--- src/rtl/game_pkg.sv ---
// rtl/game_pkg.sv - shared phase encoding, default period lengths and game-length helper
package game_pkg;

  typedef enum logic [2:0] {
    ST_IDLE   = 3'd0,
    ST_PRELIM = 3'd1,
    ST_GAME   = 3'd2,
    ST_ANSWER = 3'd3,
    ST_POST   = 3'd4,
    ST_JUDGE  = 3'd5,
    ST_OVER   = 3'd6
  } phase_e;

  localparam int DEF_PRELIM_SECS    = 3;
  localparam int DEF_GAME_BASE_SECS = 10;
  localparam int DEF_ANSWER_SECS    = 8;
  localparam int DEF_POST_SECS      = 3;
  localparam int DEF_JUDGE_TIMEOUT  = 255;

  // Two extra seconds per level; the 8-bit seconds counter caps at 255.
  function automatic logic [7:0] game_len(input int base_secs, input logic [3:0] level);
    int sum;
    sum = base_secs + 2 * int'({28'd0, level});
    if (sum > 255) begin
      return 8'd255;
    end
    return 8'(sum);
  endfunction

endpackage

--- src/rtl/sec_tick.sv ---
// rtl/sec_tick.sv - synchronises the 1 Hz input and emits a one-cycle tick per rising edge
module sec_tick (
  input  logic Clk100M,
  input  logic reset,
  input  logic Clk1Hz,
  output logic tick
);

  logic       sync1_q, sync1_d;
  logic       sync2_q, sync2_d;
  logic       prev_q,  prev_d;
  logic [1:0] warm_q,  warm_d;

  always_comb begin
    sync1_d = Clk1Hz;
    sync2_d = sync1_q;
    prev_d  = sync2_q;
    warm_d  = warm_q;
    if (warm_q != 2'd3) begin
      warm_d = warm_q + 2'd1;
    end
  end

  always_ff @(posedge Clk100M) begin
    if (reset) begin
      sync1_q <= 1'b0;
      sync2_q <= 1'b0;
      prev_q  <= 1'b0;
      warm_q  <= 2'd0;
    end else begin
      sync1_q <= sync1_d;
      sync2_q <= sync2_d;
      prev_q  <= prev_d;
      warm_q  <= warm_d;
    end
  end

  // Edges are only trusted once the pipeline holds real samples, so a level
  // that was already high at reset release is not mistaken for a rising edge.
  assign tick = sync2_q & ~prev_q & (warm_q == 2'd3);

endmodule

--- src/rtl/game_phase_sequencer.sv ---
// rtl/game_phase_sequencer.sv - sequences prelim/game/answer/post/judge periods of one level
module game_phase_sequencer
  import game_pkg::*;
#(
  parameter int PRELIM_SECS    = DEF_PRELIM_SECS,
  parameter int GAME_BASE_SECS = DEF_GAME_BASE_SECS,
  parameter int ANSWER_SECS    = DEF_ANSWER_SECS,
  parameter int POST_SECS      = DEF_POST_SECS,
  parameter int JUDGE_TIMEOUT  = DEF_JUDGE_TIMEOUT
) (
  input  logic       Clk100M,
  input  logic       reset,
  input  logic       Clk1Hz,
  input  logic       start,
  input  logic [3:0] curLevel,
  input  logic       incLevel,
  input  logic       lose,
  output logic       prelimSig,
  output logic       gameSig,
  output logic       answerSig,
  output logic       postSig,
  output logic       startGen,
  output logic       stopGen,
  output logic       stopCount,
  output logic       newLevel,
  output logic [2:0] phase,
  output logic [7:0] secsLeft,
  output logic       gameOver
);

  localparam logic [7:0]  PRELIM_LEN = 8'(PRELIM_SECS);
  localparam logic [7:0]  ANSWER_LEN = 8'(ANSWER_SECS);
  localparam logic [7:0]  POST_LEN   = 8'(POST_SECS);
  localparam logic [15:0] JUDGE_LAST = 16'(JUDGE_TIMEOUT - 1);

  logic tick;

  sec_tick u_sec_tick (
    .Clk100M (Clk100M),
    .reset   (reset),
    .Clk1Hz  (Clk1Hz),
    .tick    (tick)
  );

  phase_e      state_q, state_d;
  logic [7:0]  secs_q, secs_d;
  logic [15:0] judge_cnt_q, judge_cnt_d;
  logic        prelim_q, prelim_d;
  logic        game_q, game_d;
  logic        answer_q, answer_d;
  logic        post_q, post_d;
  logic        start_gen_q, start_gen_d;
  logic        stop_gen_q, stop_gen_d;
  logic        stop_count_q, stop_count_d;
  logic        new_level_q, new_level_d;
  logic        game_over_q, game_over_d;
  logic        expire;

  assign expire = tick && (secs_q == 8'd1);

  always_comb begin
    state_d      = state_q;
    secs_d       = secs_q;
    judge_cnt_d  = 16'd0;
    prelim_d     = 1'b0;
    game_d       = 1'b0;
    answer_d     = 1'b0;
    post_d       = 1'b0;
    start_gen_d  = 1'b0;
    stop_gen_d   = 1'b0;
    stop_count_d = 1'b0;
    new_level_d  = 1'b0;

    // Plain countdown; a period's expiry below overrides it with the next load.
    if (tick && (secs_q != 8'd0)) begin
      secs_d = secs_q - 8'd1;
    end

    case (state_q)
      ST_IDLE, ST_OVER: begin
        if (start) begin
          state_d     = ST_PRELIM;
          secs_d      = PRELIM_LEN;
          prelim_d    = 1'b1;
          new_level_d = 1'b1;
        end
      end
      ST_PRELIM: begin
        if (expire) begin
          state_d     = ST_GAME;
          secs_d      = game_len(GAME_BASE_SECS, curLevel);
          game_d      = 1'b1;
          start_gen_d = 1'b1;
        end
      end
      ST_GAME: begin
        if (expire) begin
          state_d    = ST_ANSWER;
          secs_d     = ANSWER_LEN;
          answer_d   = 1'b1;
          stop_gen_d = 1'b1;
        end
      end
      ST_ANSWER: begin
        if (expire) begin
          state_d      = ST_POST;
          secs_d       = POST_LEN;
          post_d       = 1'b1;
          stop_count_d = 1'b1;
        end
      end
      ST_POST: begin
        if (expire) begin
          state_d = ST_JUDGE;
          secs_d  = 8'd0;
        end
      end
      ST_JUDGE: begin
        secs_d = 8'd0;
        if (lose) begin
          state_d = ST_OVER;
        end else if (incLevel) begin
          state_d     = ST_PRELIM;
          secs_d      = PRELIM_LEN;
          prelim_d    = 1'b1;
          new_level_d = 1'b1;
        end else if (judge_cnt_q == JUDGE_LAST) begin
          state_d = ST_OVER;
        end else begin
          judge_cnt_d = judge_cnt_q + 16'd1;
        end
      end
      default: begin
        state_d = ST_IDLE;
        secs_d  = 8'd0;
      end
    endcase

    game_over_d = (state_d == ST_OVER);
  end

  always_ff @(posedge Clk100M) begin
    if (reset) begin
      state_q      <= ST_IDLE;
      secs_q       <= 8'd0;
      judge_cnt_q  <= 16'd0;
      prelim_q     <= 1'b0;
      game_q       <= 1'b0;
      answer_q     <= 1'b0;
      post_q       <= 1'b0;
      start_gen_q  <= 1'b0;
      stop_gen_q   <= 1'b0;
      stop_count_q <= 1'b0;
      new_level_q  <= 1'b0;
      game_over_q  <= 1'b0;
    end else begin
      state_q      <= state_d;
      secs_q       <= secs_d;
      judge_cnt_q  <= judge_cnt_d;
      prelim_q     <= prelim_d;
      game_q       <= game_d;
      answer_q     <= answer_d;
      post_q       <= post_d;
      start_gen_q  <= start_gen_d;
      stop_gen_q   <= stop_gen_d;
      stop_count_q <= stop_count_d;
      new_level_q  <= new_level_d;
      game_over_q  <= game_over_d;
    end
  end

  assign prelimSig = prelim_q;
  assign gameSig   = game_q;
  assign answerSig = answer_q;
  assign postSig   = post_q;
  assign startGen  = start_gen_q;
  assign stopGen   = stop_gen_q;
  assign stopCount = stop_count_q;
  assign newLevel  = new_level_q;
  assign phase     = state_q;
  assign secsLeft  = secs_q;
  assign gameOver  = game_over_q;

endmodule

--- config.mk ---
export PLATFORM = sky130hd
export DESIGN_NAME = game_phase_sequencer
export DESIGN_NICKNAME = d
export VERILOG_FILES = /design/src/rtl/game_pkg.sv /design/src/rtl/sec_tick.sv /design/src/rtl/game_phase_sequencer.sv
export SDC_FILE = /design/constraint.sdc
export NUM_CORES = 1
export LEC_CHECK = 0
export CAP_MARGIN = 15
export CORE_UTILIZATION = 41
export DETAILED_ROUTE_END_ITERATION = 10
export PLACE_DENSITY = 0.68
export SLEW_MARGIN = 40
export SYNTH_ARGS = -nofsm -noshare
export SYNTH_HDL_FRONTEND = slang
export SYNTH_HIERARCHICAL = 1
export SYNTH_SLANG_ARGS = --single-unit
export TNS_END_PERCENT = 30
--- constraint.sdc ---
create_clock -name Clk100M -period 7.2 [get_ports Clk100M]
set_input_delay 1.44 -clock Clk100M [delete_from_list [all_inputs] [get_ports Clk100M]]
set_output_delay 1.44 -clock Clk100M [all_outputs]
set_load 0.01 [all_outputs]
-- Word level (Yosys, flattened, before mapping)
Cells that the tools add are included.
W data, S select, Z words.
- muxes and demuxes: 28
- bitwise gates (word level): 7
- add/sub/neg operators: 4
- $lt $le $gt $ge: 1
- equality and inequality tests: 11
- reduce and logical (&&, ||, !) cells: 9
- operator list (operator ; number):
    $mux W8 ; 8
    $pmux W8 S6 ; 1
    $mux W3 ; 8
    $pmux W3 S6 ; 1
    $add A16 B1 Y16 const B ; 1
    $eq A16 B8 Y1 const B ; 1
    $eq A3 B3 Y1 const B ; 4
    $eq A8 B1 Y1 const B ; 1
    $gt A6 B8 Y1 const B ; 1
    $reduce_bool A8 Y1 ; 1
    $reduce_or A2 Y1 ; 4
    $sub A8 B1 Y8 const B ; 1
    $mux W1 ; 7
    $add A4 B5 Y6 const A ; 1
    $eq A3 B2 Y1 const B ; 2
    $not A1 Y1 ; 5
    $reduce_or A5 Y1 ; 1
    $mux W2 ; 2
    $eq A3 B1 Y1 const B ; 1
    $logic_not A3 Y1 ; 1
    $add A2 B1 Y2 const B ; 1
    $and A1 B1 Y1 ; 2
    $eq A2 B2 Y1 const B ; 1
    $logic_and A1 B1 Y1 ; 2
    other kinds (2) ; 2
- output and inout port bits: 20
- logic and storage cells: 72
- bits in registers: 37
- input bits: 10

-- Logic depth before layout (Yosys ltp)
Gate-level depths: netlist of the first run.
- word-level depth: 9
- depth in mapped cells: 9
- depth with buffers taken out: 8

-- Modules after synthesis
Netlist of the first run, hierarchy kept.
- modules (own cells, without submodules) (module ; sequential area each (um^2) ; cells an instance ; area each (um^2) ; instances):
    game_phase_sequencer ; 640.6 ; 204 ; 1694.1 ; 1
    sec_tick ; 100.1 ; 15 ; 165.2 ; 1

-- Least setup slack after synthesis of the first run
Ideal clock, no wire load.
- path kind: input to register
- start point: input reset
- end point: register secs_q[4], in the netlist secsLeft[4]
- arrival: 2.296 ns
- path slack: 4.830 ns
- buffers on the path: 1
- data required time: 7.126 ns
- cell stages on the path: 4
- library setup time: 0.074 ns
- path through: buf_1 a31o_2 or2b_2 o21ai_0
- RTL lines (item ; line ; RTL):
    start: declaration ; game_phase_sequencer.sv:12 ; input logic reset,
    end signal: assignment ; game_phase_sequencer.sv:158 ; secs_q <= secs_d;
    end: declaration ; game_phase_sequencer.sv:46 ; logic [7:0] secs_q, secs_d;

-- Worst setup path in the final report of the first run
- start point: register state_q[2], in the netlist phase[2]
- end point: output phase[2]
- RTL lines (item ; line ; RTL):
    start: declaration ; game_phase_sequencer.sv:45 ; phase_e state_q, state_d;
    start signal: assignment ; game_phase_sequencer.sv:157 ; state_q <= state_d;
    end: declaration ; game_phase_sequencer.sv:26 ; output logic [2:0] phase,
No word-level cell between the ends.

==> results of run 1 <==
[state kept, by name (all words and copies together), names as in the netlist]
register	flops
judge_cnt_q	16
secsLeft	8
phase	3
u_sec_tick/warm_q	2
gameOver	1
newLevel	1
startGen	1
stopCount	1
stopGen	1
u_sec_tick/prev_d	1
u_sec_tick/prev_q	1
u_sec_tick/sync1_q	1
[how the worst min path moves through the flow]
stage | startpoint | end | slack [ns] | depth (start not counted)
floorplan | u_sec_tick/sync1_q | u_sec_tick/prev_d | 0.41 | 1
global placement | u_sec_tick/sync1_q | u_sec_tick/prev_d | 0.42 | 1
detailed placement | u_sec_tick/sync1_q | u_sec_tick/prev_d | 0.42 | 1
CTS | u_sec_tick/sync1_q | u_sec_tick/prev_d | 0.44 | 1
global route | u_sec_tick/sync1_q | u_sec_tick/prev_d | 0.46 | 1
finish | u_sec_tick/sync1_q | u_sec_tick/prev_d | 0.44 | 1
[metal layers]
| metal | GRT usage, % | wire [um] | vias to the layer above |
|---|---|---|---|
| li1 | - | - | 804 |
| met1 | 22.1 | 1880 | 688 |
| met2 | 23.5 | 1660 | 32 |
| met3 | 6.98 | 168 | 2 |
| met4 | 3.85 | 8 | 0 |
| met5 | 0 | 0 | - |
[cells in the final DEF (no fill, tap or decap), types with 2 or more instances in the layout]
cell type	count
sky130_fd_sc_hd__xnor2_1	10
sky130_fd_sc_hd__xor2_1	14
sky130_fd_sc_hd__nor4_1	4
sky130_fd_sc_hd__nor3_1	7
sky130_fd_sc_hd__dfxtp_1	37
sky130_fd_sc_hd__o211ai_1	2
sky130_fd_sc_hd__nand4_1	5
sky130_fd_sc_hd__a31oi_1	2
sky130_fd_sc_hd__o21ai_0	11
sky130_fd_sc_hd__a211o_1	2
sky130_fd_sc_hd__inv_1	5
sky130_fd_sc_hd__nand2_1	20
sky130_fd_sc_hd__mux2i_1	2
sky130_fd_sc_hd__a21oi_1	9
sky130_fd_sc_hd__nor4b_1	2
sky130_fd_sc_hd__nand3_1	5
sky130_fd_sc_hd__clkbuf_8	7
sky130_fd_sc_hd__nor2b_1	7
sky130_fd_sc_hd__clkdlybuf4s50_1	29
sky130_fd_sc_hd__o22ai_1	2
sky130_fd_sc_hd__and3b_1	2
sky130_fd_sc_hd__nor2_1	32
sky130_fd_sc_hd__nand2b_1	4
sky130_fd_sc_hd__and4_1	2
sky130_fd_sc_hd__ha_1	7
[logic make-up (layout without fill, tap and decap cells)]
| kind of cell | Yosys count | in the layout | synth area share, % |
|---|---|---|---|
| muxes | 3 | 3 | 1.68 |
| and+or+nand+nor | 99 | 99 | 27.6 |
| buffers and inverters | 16 | 42 | 4.04 |
| adders and majority gates | 7 | 7 | 4.71 |
| DFF | 37 | 37 | 39.8 |
| AOI/OAI and AO/OA | 33 | 33 | 10.8 |
| xor gates and xnor gates | 24 | 24 | 11.3 |
[where the power goes]
group | leakage [nW] | total, W | switching (W) | internal, W
clock network | 0.0542 | 0.000158 | 0.0000715 | 0.0000865
logic | 0.433 | 0.0000413 | 0.0000199 | 0.0000214
registers | 0.300 | 0.000215 | 0.00000512 | 0.000210
[stage by stage]
stage,hold WS [ns],util [%],worst slack [ns]
after global placement,0.417,49.6,4.19
after detailed placement,0.425,49.6,4.16
after global routing,0.459,51.9,3.98
final,0.435,51.9,4.05
after CTS,0.441,51.9,4.06
after floorplan,0.414,-,4.83
[cell type report]
cell class                      count  area (um^2)  share of cell area, %
Inverter                            5         18.8                  0.831
Sequential cell                    37          741                   32.8
Clock inverter                      1         5.00                  0.221
Tap cell                           52         65.1                   2.88
Multi-Input combinational cell    166         1040                   46.2
Timing Repair Buffer               29          290                   12.8
Clock buffer                        7         96.3                   4.26
==> qor.tcl, run 1 <==
set qor(status) {finished, final reports clean}
set qor(ir_worst_vdd_mv) 0.112
set qor(power_density_nw_per_um2) 183
set qor(num_vias) 1526
set qor(report.final.slew_viol_count) 0
set qor(final.setup.tns_ns) 0
set qor(layout-drive-gt1-share_pct) 4.90
set qor(n_antenna_cell) 0
set qor(relSlewSlack_pct) 54.9
set qor(post-route-drc-count) 0
set qor(postSynthRegisterBits) 37
set qor(via_count_of_the_first_global_routing_pass) 1374
set qor(timing_worst_setup_path_type) {flip-flop to output pin}
set qor(synth.most_common_cell) {sky130_fd_sc_hd__dfxtp_1}
set qor(total_of_fill_cells_in_the_finished_design) 424
set qor(dp_hpwl_um) 2740
set qor(dpl.cell_count) 289
set qor(worstPathArrival_ns) 1.71
set qor(min_period_over_period_pct) 43.7
set qor(start_kind) {flip-flop}
set qor(netlist_top_cells_area) {sky130_fd_sc_hd__dfxtp_1, sky130_fd_sc_hd__xor2_1, sky130_fd_sc_hd__nor2_1}
set qor(critPathCapture) {phase[2]}
set qor(synth-edff-count) 0
set qor(worstPathBufferInverterCount) 1
set qor(worst_setup_path_end_kind) {output pin}
set qor(synth_top_cells_by_count) {sky130_fd_sc_hd__dfxtp_1, sky130_fd_sc_hd__nor2_1, sky130_fd_sc_hd__nand2_1}
set qor(synth.net_count) 236
set qor(area_growth_syn_to_layout_pct) 21.5
set qor(synth-warning-count) 6
set qor(timing.reg2reg.worst_path_depth) 8
set qor(cts-buffers-inserted) 5
set qor(synth_async_sr_flop_share_pct) 0
set qor(design.die.area_um2) 4810
set qor(route.final.wire_length_um) 3720
set qor(synth_top_cell_by_area) {sky130_fd_sc_hd__dfxtp_1}
set qor(clock_skew_ns) 0.00760
set qor(setup_viol_count_final) 0
set qor(leakage_nw) 0.788
set qor(tritoncts) {done}
set qor(r2r_slack_ns) 4.70
set qor(max_cap_viol_count) 0
set qor(post_synth_num_cell_types) 41
set qor(total_power_w) 0.000414
set qor(numClockSinks) 37
set qor(post_drt_wl_per_cell_um) 12.5
set qor(report.final.hold_viol_count) 0
set qor(initialDrtViolationCount) 90
set qor(worstPathCellList) {clkdlybuf4s50_1}
set qor(dieHeight_um) 69.3
set qor(initial_antenna_violation_count) 0
set qor(layout.cells.non_filler) 297
set qor(rows) 24
set qor(clock_latency_ns) 0.29
set qor(cp_num_cells) 1
set qor(grt_util_all_layers_pct) 16.2
set qor(cts-resized-gates) 0
set qor(start_util_pct) 42.7
set qor(design_area_um2) 2260
set qor(crit_path_start) {phase[2]}
set qor(final_net_count) 261
set qor(path_delay_family) {flip-flops}
set qor(number_of_detailed_route_iterations_in_the_first_pass) 4
set qor(route.antenna.remaining_nets) 0
set qor(reg2reg_from) {u_sec_tick/warm_q[0]}
set qor(yosys_most_used_dff) {sky130_fd_sc_hd__dfxtp_1}
set qor(grt.overflow.total) 0
set qor(place.port_buffers) 29
set qor(cts.reportedPaths.clkPinSlew_ns) 0.07
set qor(detailed_place.area_um2) 2160
set qor(placeableCoreArea_um2) 4350
set qor(hp-class) {flip-flop to flip-flop}
set qor(root_buffer) {sky130_fd_sc_hd__clkbuf_8}
set qor(pin_count) 30
set qor(worstPathRequired_ns) 5.76
set qor(mappedNetlistArea_um2) 1860
set qor(crit_path_time_final_ns) 3.15
set qor(first_pass_grt_wire_length_um) 6240
set qor(clockBufferDepth) 2
set qor(rsz0062_at_grt) {false}
set qor(globalplace.congestion) 0.819
set qor(postCtsSetupBuffers) 0
set qor(crit_fanout) 20
set qor(netlist.area_leader.share_pct) 39.8
set qor(avgSynthCellArea_um2) 8.49
set qor(fp.dieW_um) 69.3
set qor(syn_inst) 219
set qor(achievable-frequency_mhz) 318
set qor(vias_per_cell) 5.14
set qor(grt_start_max_net_pins) 21
set qor(worstReg2RegEnd) {secsLeft[7]}
set qor(synth.yosys.seq_area_share_pct) 39.8
set qor(worst_path_largest_cell_delay_ns) 0.76
set qor(crit_path_top_delay_cell) {sky130_fd_sc_hd__dfxtp_1}
set qor(htree_levels) 2
set qor(worstMarginPinSlew_ns) 0.675
set qor(cts_hold_buf) 0
(Power assumes the default switching activity.)
==> run 2: changes to the inputs <==
- PLACE_DENSITY: 0.68 -> 0.7
- clock period: 7.2 -> 2.6 ns (I/O delays scaled with it)
==> run 2 against run 1 <==
Sequential cell count is the same; non-clock buffer count increased by 2; wire length shrank 1.9%; sequential share of layout area down 0.25 points; first-iteration DRC count is 94% higher; combinational power increased to 2.8 times the previous value; cell area grew 0.77%; worst hold slack improved by 0.0014 ns; critical path depth is 7 higher; via count rose by 1.9%; final cell count is 0.34% higher; global-route usage is 0.38 points higher; largest cell class unchanged.
==> qor.tcl, run 2 (synthesis gave the netlist of run 1 again) <==
set qor(initialDrtViolationCount) 175
set qor(num_vias) 1555
set qor(numClockSinks) 37
set qor(initial_antenna_violation_count) 0
set qor(grt.overflow.total) 0
set qor(fp.dieW_um) 69.3
set qor(final.setup.tns_ns) 0
set qor(start_util_pct) 42.7
set qor(htree_levels) 2
set qor(rsz0062_at_grt) {false}
set qor(dp_hpwl_um) 2730
set qor(first_pass_grt_wire_length_um) 6350
set qor(worstPathArrival_ns) 2.42
set qor(report.final.slew_viol_count) 0
set qor(worstPathRequired_ns) 2.79
set qor(cts-buffers-inserted) 5
set qor(ir_worst_vdd_mv) 0.220
set qor(cts_hold_buf) 0
set qor(leakage_nw) 0.798
set qor(clock_skew_ns) 0.00557
set qor(tritoncts) {done}
set qor(cts-resized-gates) 0
set qor(layout_setup_ws_ns) 0.374
set qor(worst_path_largest_cell_delay_ns) 0.47
set qor(cts.reportedPaths.clkPinSlew_ns) 0.07
set qor(root_buffer) {sky130_fd_sc_hd__clkbuf_8}
set qor(route.final.wire_length_um) 3650
set qor(grt_util_all_layers_pct) 16.6
set qor(r2r_slack_ns) 0.37
set qor(rows) 24
set qor(status) {finished, final reports clean}
set qor(post_drt_wl_per_cell_um) 12.2
set qor(n_antenna_cell) 0
set qor(power_density_nw_per_um2) 522
set qor(total_of_fill_cells_in_the_finished_design) 416
set qor(globalplace.congestion) 0.819
set qor(crit_path_time_final_ns) 2.23
set qor(layout-drive-gt1-share_pct) 5.28
set qor(worstMarginPinSlew_ns) 0.652
set qor(area_growth_syn_to_layout_pct) 22.5
set qor(min_period_over_period_pct) 85.6
set qor(crit_fanout) 3
set qor(route.antenna.remaining_nets) 0
set qor(clock_latency_ns) 0.29
set qor(pin_count) 30
set qor(achievable-frequency_mhz) 449
set qor(setup_viol_count_final) 0
set qor(dpl_worst_slack_ns) 0.366
set qor(grt_start_max_net_pins) 21
set qor(design.die.area_um2) 4810
set qor(placeableCoreArea_um2) 4350
set qor(vias_per_cell) 5.22
set qor(final_net_count) 263
set qor(post-route-drc-count) 0
set qor(report.final.hold_viol_count) 0
set qor(max_cap_viol_count) 0
set qor(path_common_cell) {sky130_fd_sc_hd__nor2_1}
set qor(largest_register_ff_count) 16
set qor(timing_worst_setup_path_type) {flip-flop to flip-flop}
set qor(worstPathCellList) {ha_1, nand2_1, nor2_1, or4b_1, a211o_1, or4_1, xor2_1, nor2_1}
set qor(number_of_detailed_route_iterations_in_the_first_pass) 4
set qor(place.port_buffers) 29
set qor(clockBufferDepth) 2
set qor(hp-class) {flip-flop to flip-flop}
set qor(crit_path_top_delay_cell) {sky130_fd_sc_hd__or4b_1}
set qor(start_kind) {flip-flop}
set qor(commonest_non_fill_non_tap_cell_in_the_layout) {sky130_fd_sc_hd__dfxtp_1}
set qor(postCtsSetupBuffers) 0
set qor(dieHeight_um) 69.3
set qor(layout.cells.most_common_list) {sky130_fd_sc_hd__dfxtp_1, sky130_fd_sc_hd__nor2_1, sky130_fd_sc_hd__clkdlybuf4s50_1, sky130_fd_sc_hd__nand2_1, sky130_fd_sc_hd__xor2_1}
set qor(relSlewSlack_pct) 56.4
set qor(via_count_of_the_first_global_routing_pass) 1391
set qor(registers.top_by_ff_count) {judge_cnt_q}
set qor(worst_setup_path_end_kind) {flip-flop}
run 2: changes by cell type in the layout (fill, tap and decap cells not counted):
cell                        before  now
sky130_fd_sc_hd__buf_4           0    2
sky130_fd_sc_hd__clkbuf_8        7    5
sky130_fd_sc_hd__bufinv_16       0    1
run 2: power breakdown:
group	internal, W	switching [W]
sequential	0.000582	0.0000142
clock	0.000279	0.000198
combinational	0.0000606	0.0000563
total	0.000921	0.000268
run 2: worst paths after layout:
check                                          start           endpoint  cells after the start
worst min register to register    u_sec_tick/sync1_q  u_sec_tick/prev_d                      1
worst max register to register  u_sec_tick/warm_q[0]        secsLeft[7]                      8
worst max-delay path            u_sec_tick/warm_q[0]        secsLeft[7]                      8
worst min-delay path              u_sec_tick/sync1_q  u_sec_tick/prev_d                      1
run 2: critical path, delay by kind of cell (launching register included):
kind / cells / cell delay (ns)
AND/OR/NAND/NOR: 5 / 1.12
flip-flops: 1 / 0.35
XOR/XNOR: 1 / 0.14
AO/OA/AOI/OAI: 1 / 0.31
adder cells (fa/ha/maj): 1 / 0.22
run 2: cell type report:
type	count	area, um^2	share of cell area (%)
clock buffer	5	68.8	3.02
clock inverter	2	35.0	1.54
inverter	5	18.8	0.824
multi-input combinational	166	1040	45.8
sequential	37	741	32.5
tap	52	65.1	2.86
timing repair buffer	31	305	13.4
run 2: through the flow:
stage / area, um^2 / hold WS (ns) / power (W) / util (%) / std cells
2_1_floorplan: 1860 / 0.414 / 0.000677 / - / 219
3_3_place_gp: 2170 / 0.423 / 0.000722 / 49.9 / 291
3_5_place_dp: 2170 / 0.428 / 0.000727 / 49.9 / 291
4_1_cts: 2280 / 0.444 / 0.00120 / 52.3 / 298
5_1_grt: 2280 / 0.463 / 0.00125 / 52.3 / 298
6_report: 2280 / 0.436 / 0.00119 / 52.3 / 298
run 2: metal layers:
layer	track usage, %	part of all wire, %
met5	0	0
met4	6.12	1.5
met3	5.67	5.0
met2	24.2	44
met1	22.6	49
==> run 3: changes to the inputs <==
- CORE_ASPECT_RATIO: not set -> 0.75
==> run 3 against run 2 <==
Count of clock-buffer cells in the layout rose by 1; sequential power barely moved; power fell by 6.9%; register-to-register slack barely moved; clock skew rose by 0.0046 ns; final cell count rose by 1.3%; clock power fell by 17%; largest cell class unchanged.
==> qor.tcl, run 3 (synthesis gave the netlist of run 1 again) <==
set qor(status) {finished, final reports clean}
set qor(grt.overflow.total) 0
set qor(power_density_nw_per_um2) 490
set qor(layout_setup_ws_ns) 0.331
set qor(layout-drive-gt1-share_pct) 5.26
set qor(relSlewSlack_pct) 52.9
set qor(postLayoutCoreUtil_pct) 53.8
set qor(worst_path_largest_cell_delay_ns) 0.78
set qor(hp-class) {flip-flop to flip-flop}
set qor(crit_path_time_final_ns) 2.27
set qor(tritoncts) {done}
set qor(setup_viol_count_final) 0
set qor(seq_power_share_pct) 53.8
set qor(htree_levels) 2
set qor(number_of_detailed_route_iterations_in_the_first_pass) 4
set qor(comb_power_share_pct) 10.7
set qor(layout.cells.most_common_list) {sky130_fd_sc_hd__dfxtp_1, sky130_fd_sc_hd__nor2_1, sky130_fd_sc_hd__clkdlybuf4s50_1, sky130_fd_sc_hd__nand2_1, sky130_fd_sc_hd__xor2_1}
set qor(achievable-frequency_mhz) 441
set qor(max_cap_viol_count) 0
set qor(grt_util_all_layers_pct) 18.3
set qor(postCtsSetupBuffers) 0
set qor(rows) 20
set qor(registers.top_by_ff_count) {judge_cnt_q}
set qor(power_switching_share_pct) 25.2
set qor(n_antenna_cell) 0
set qor(clock_power_share_pct) 35.5
set qor(cts_hold_buf) 0
set qor(worstPathBufferInverterCount) 1
set qor(min_period_over_period_pct) 87.3
set qor(area_growth_syn_to_layout_pct) 21.5
set qor(worst_setup_path_end_kind) {output pin}
set qor(intPower_w) 0.000828
set qor(timing_worst_setup_path_type) {flip-flop to output pin}
set qor(commonest_non_fill_non_tap_cell_in_the_layout) {sky130_fd_sc_hd__dfxtp_1}
set qor(crit_path_top_delay_cell) {sky130_fd_sc_hd__dfxtp_1}
set qor(vias_per_cell) 5.13
set qor(post-route-drc-count) 0
set qor(clock_latency_ns) 0.30
set qor(final.setup.tns_ns) 0
set qor(start_kind) {flip-flop}
set qor(crit_fanout) 20
set qor(cts.reportedPaths.clkPinSlew_ns) 0.07
set qor(worst_hold_slack_ns) 0.439
set qor(worstMarginPinSlew_ns) 0.706
set qor(dpl_worst_slack_ns) 0.360
set qor(globalplace.congestion) 0.859
set qor(dp_hpwl_um) 2820
set qor(clock_skew_ns) 0.0102
set qor(initialDrtViolationCount) 126
set qor(route.antenna.remaining_nets) 0
set qor(cts-buffers-inserted) 5
set qor(initial_antenna_violation_count) 0
set qor(clockBufferDepth) 2
set qor(start_util_pct) 44.2
set qor(num_vias) 1549
set qor(ir_worst_vdd_mv) 0.249
set qor(final-seq-area_um2) 741
set qor(fp.dieW_um) 79.8
set qor(root_buffer) {sky130_fd_sc_hd__clkbuf_8}
set qor(total_of_fill_cells_in_the_finished_design) 423
set qor(place.port_buffers) 29
set qor(worstPathArrival_ns) 1.75
set qor(leakage_nw) 0.789
set qor(grt_start_max_net_pins) 21
set qor(report.final.slew_viol_count) 0
set qor(via_count_of_the_first_global_routing_pass) 1356
set qor(total_power_w) 0.00111
set qor(route.final.wire_length_um) 3870
set qor(numClockSinks) 37
set qor(largest_register_ff_count) 16
set qor(cts-resized-gates) 0
set qor(rsz0062_at_grt) {false}
set qor(worstPathRequired_ns) 2.08
set qor(final_net_count) 263
set qor(post_drt_wl_per_cell_um) 12.8
set qor(first_pass_grt_wire_length_um) 6490
set qor(psw_w) 0.000279
set qor(pin_count) 30
set qor(dieHeight_um) 60.3
set qor(multi_input_comb_area_um2) 1040
set qor(worstPathCellList) {clkdlybuf4s50_1}
set qor(placeableCoreArea_um2) 4200
set qor(design.die.area_um2) 4810
set qor(report.final.hold_viol_count) 0
set qor(path_delay_family) {flip-flops}
[run 3: worst paths after layout]
path | from | to | slack (ns) | depth (start not counted)
worst min-delay path | u_sec_tick/sync1_q | u_sec_tick/prev_d | 0.44 | 1
worst max register to register | u_sec_tick/warm_q[0] | secsLeft[7] | 0.37 | 8
worst min register to register | u_sec_tick/sync1_q | u_sec_tick/prev_d | 0.44 | 1
worst max-delay path | phase[2] | phase[2] | 0.33 | 1
[run 3: per-layer routing]
| layer | vias to the layer above | GRT usage (%) | wire length (um) |
|---|---|---|---|
| li1 | 805 | - | - |
| met1 | 688 | 27.2 | 2090 |
| met2 | 49 | 23.2 | 1470 |
| met3 | 7 | 6.72 | 252 |
| met4 | 0 | 6.89 | 61 |
| met5 | - | 0 | 0 |
[run 3: layout make-up]
type / instances / area share (%)
clock buffer: 6 / 3.21
clock inverter: 2 / 0.443
inverter: 5 / 0.831
multi-input combinational: 166 / 46.2
sequential: 37 / 32.8
tap: 55 / 3.05
timing repair buffer: 31 / 13.5
[run 3: metrics by stage]
step / cell area [um^2] / cells
3_5_place_dp: 2180 / 294
4_1_cts: 2260 / 302
3_3_place_gp: 2180 / 294
6_report: 2260 / 302
2_1_floorplan: 1860 / 219
5_1_grt: 2260 / 302
[run 3: power by group through the flow]
stage               clock [W]  sequential [W]  combinational, W
finish               0.000393        0.000596          0.000118
global route         0.000425        0.000598          0.000133
CTS                  0.000402        0.000596          0.000119
detailed placement          0        0.000610          0.000118
global placement            0        0.000609          0.000116
floorplan                   0        0.000607         0.0000704
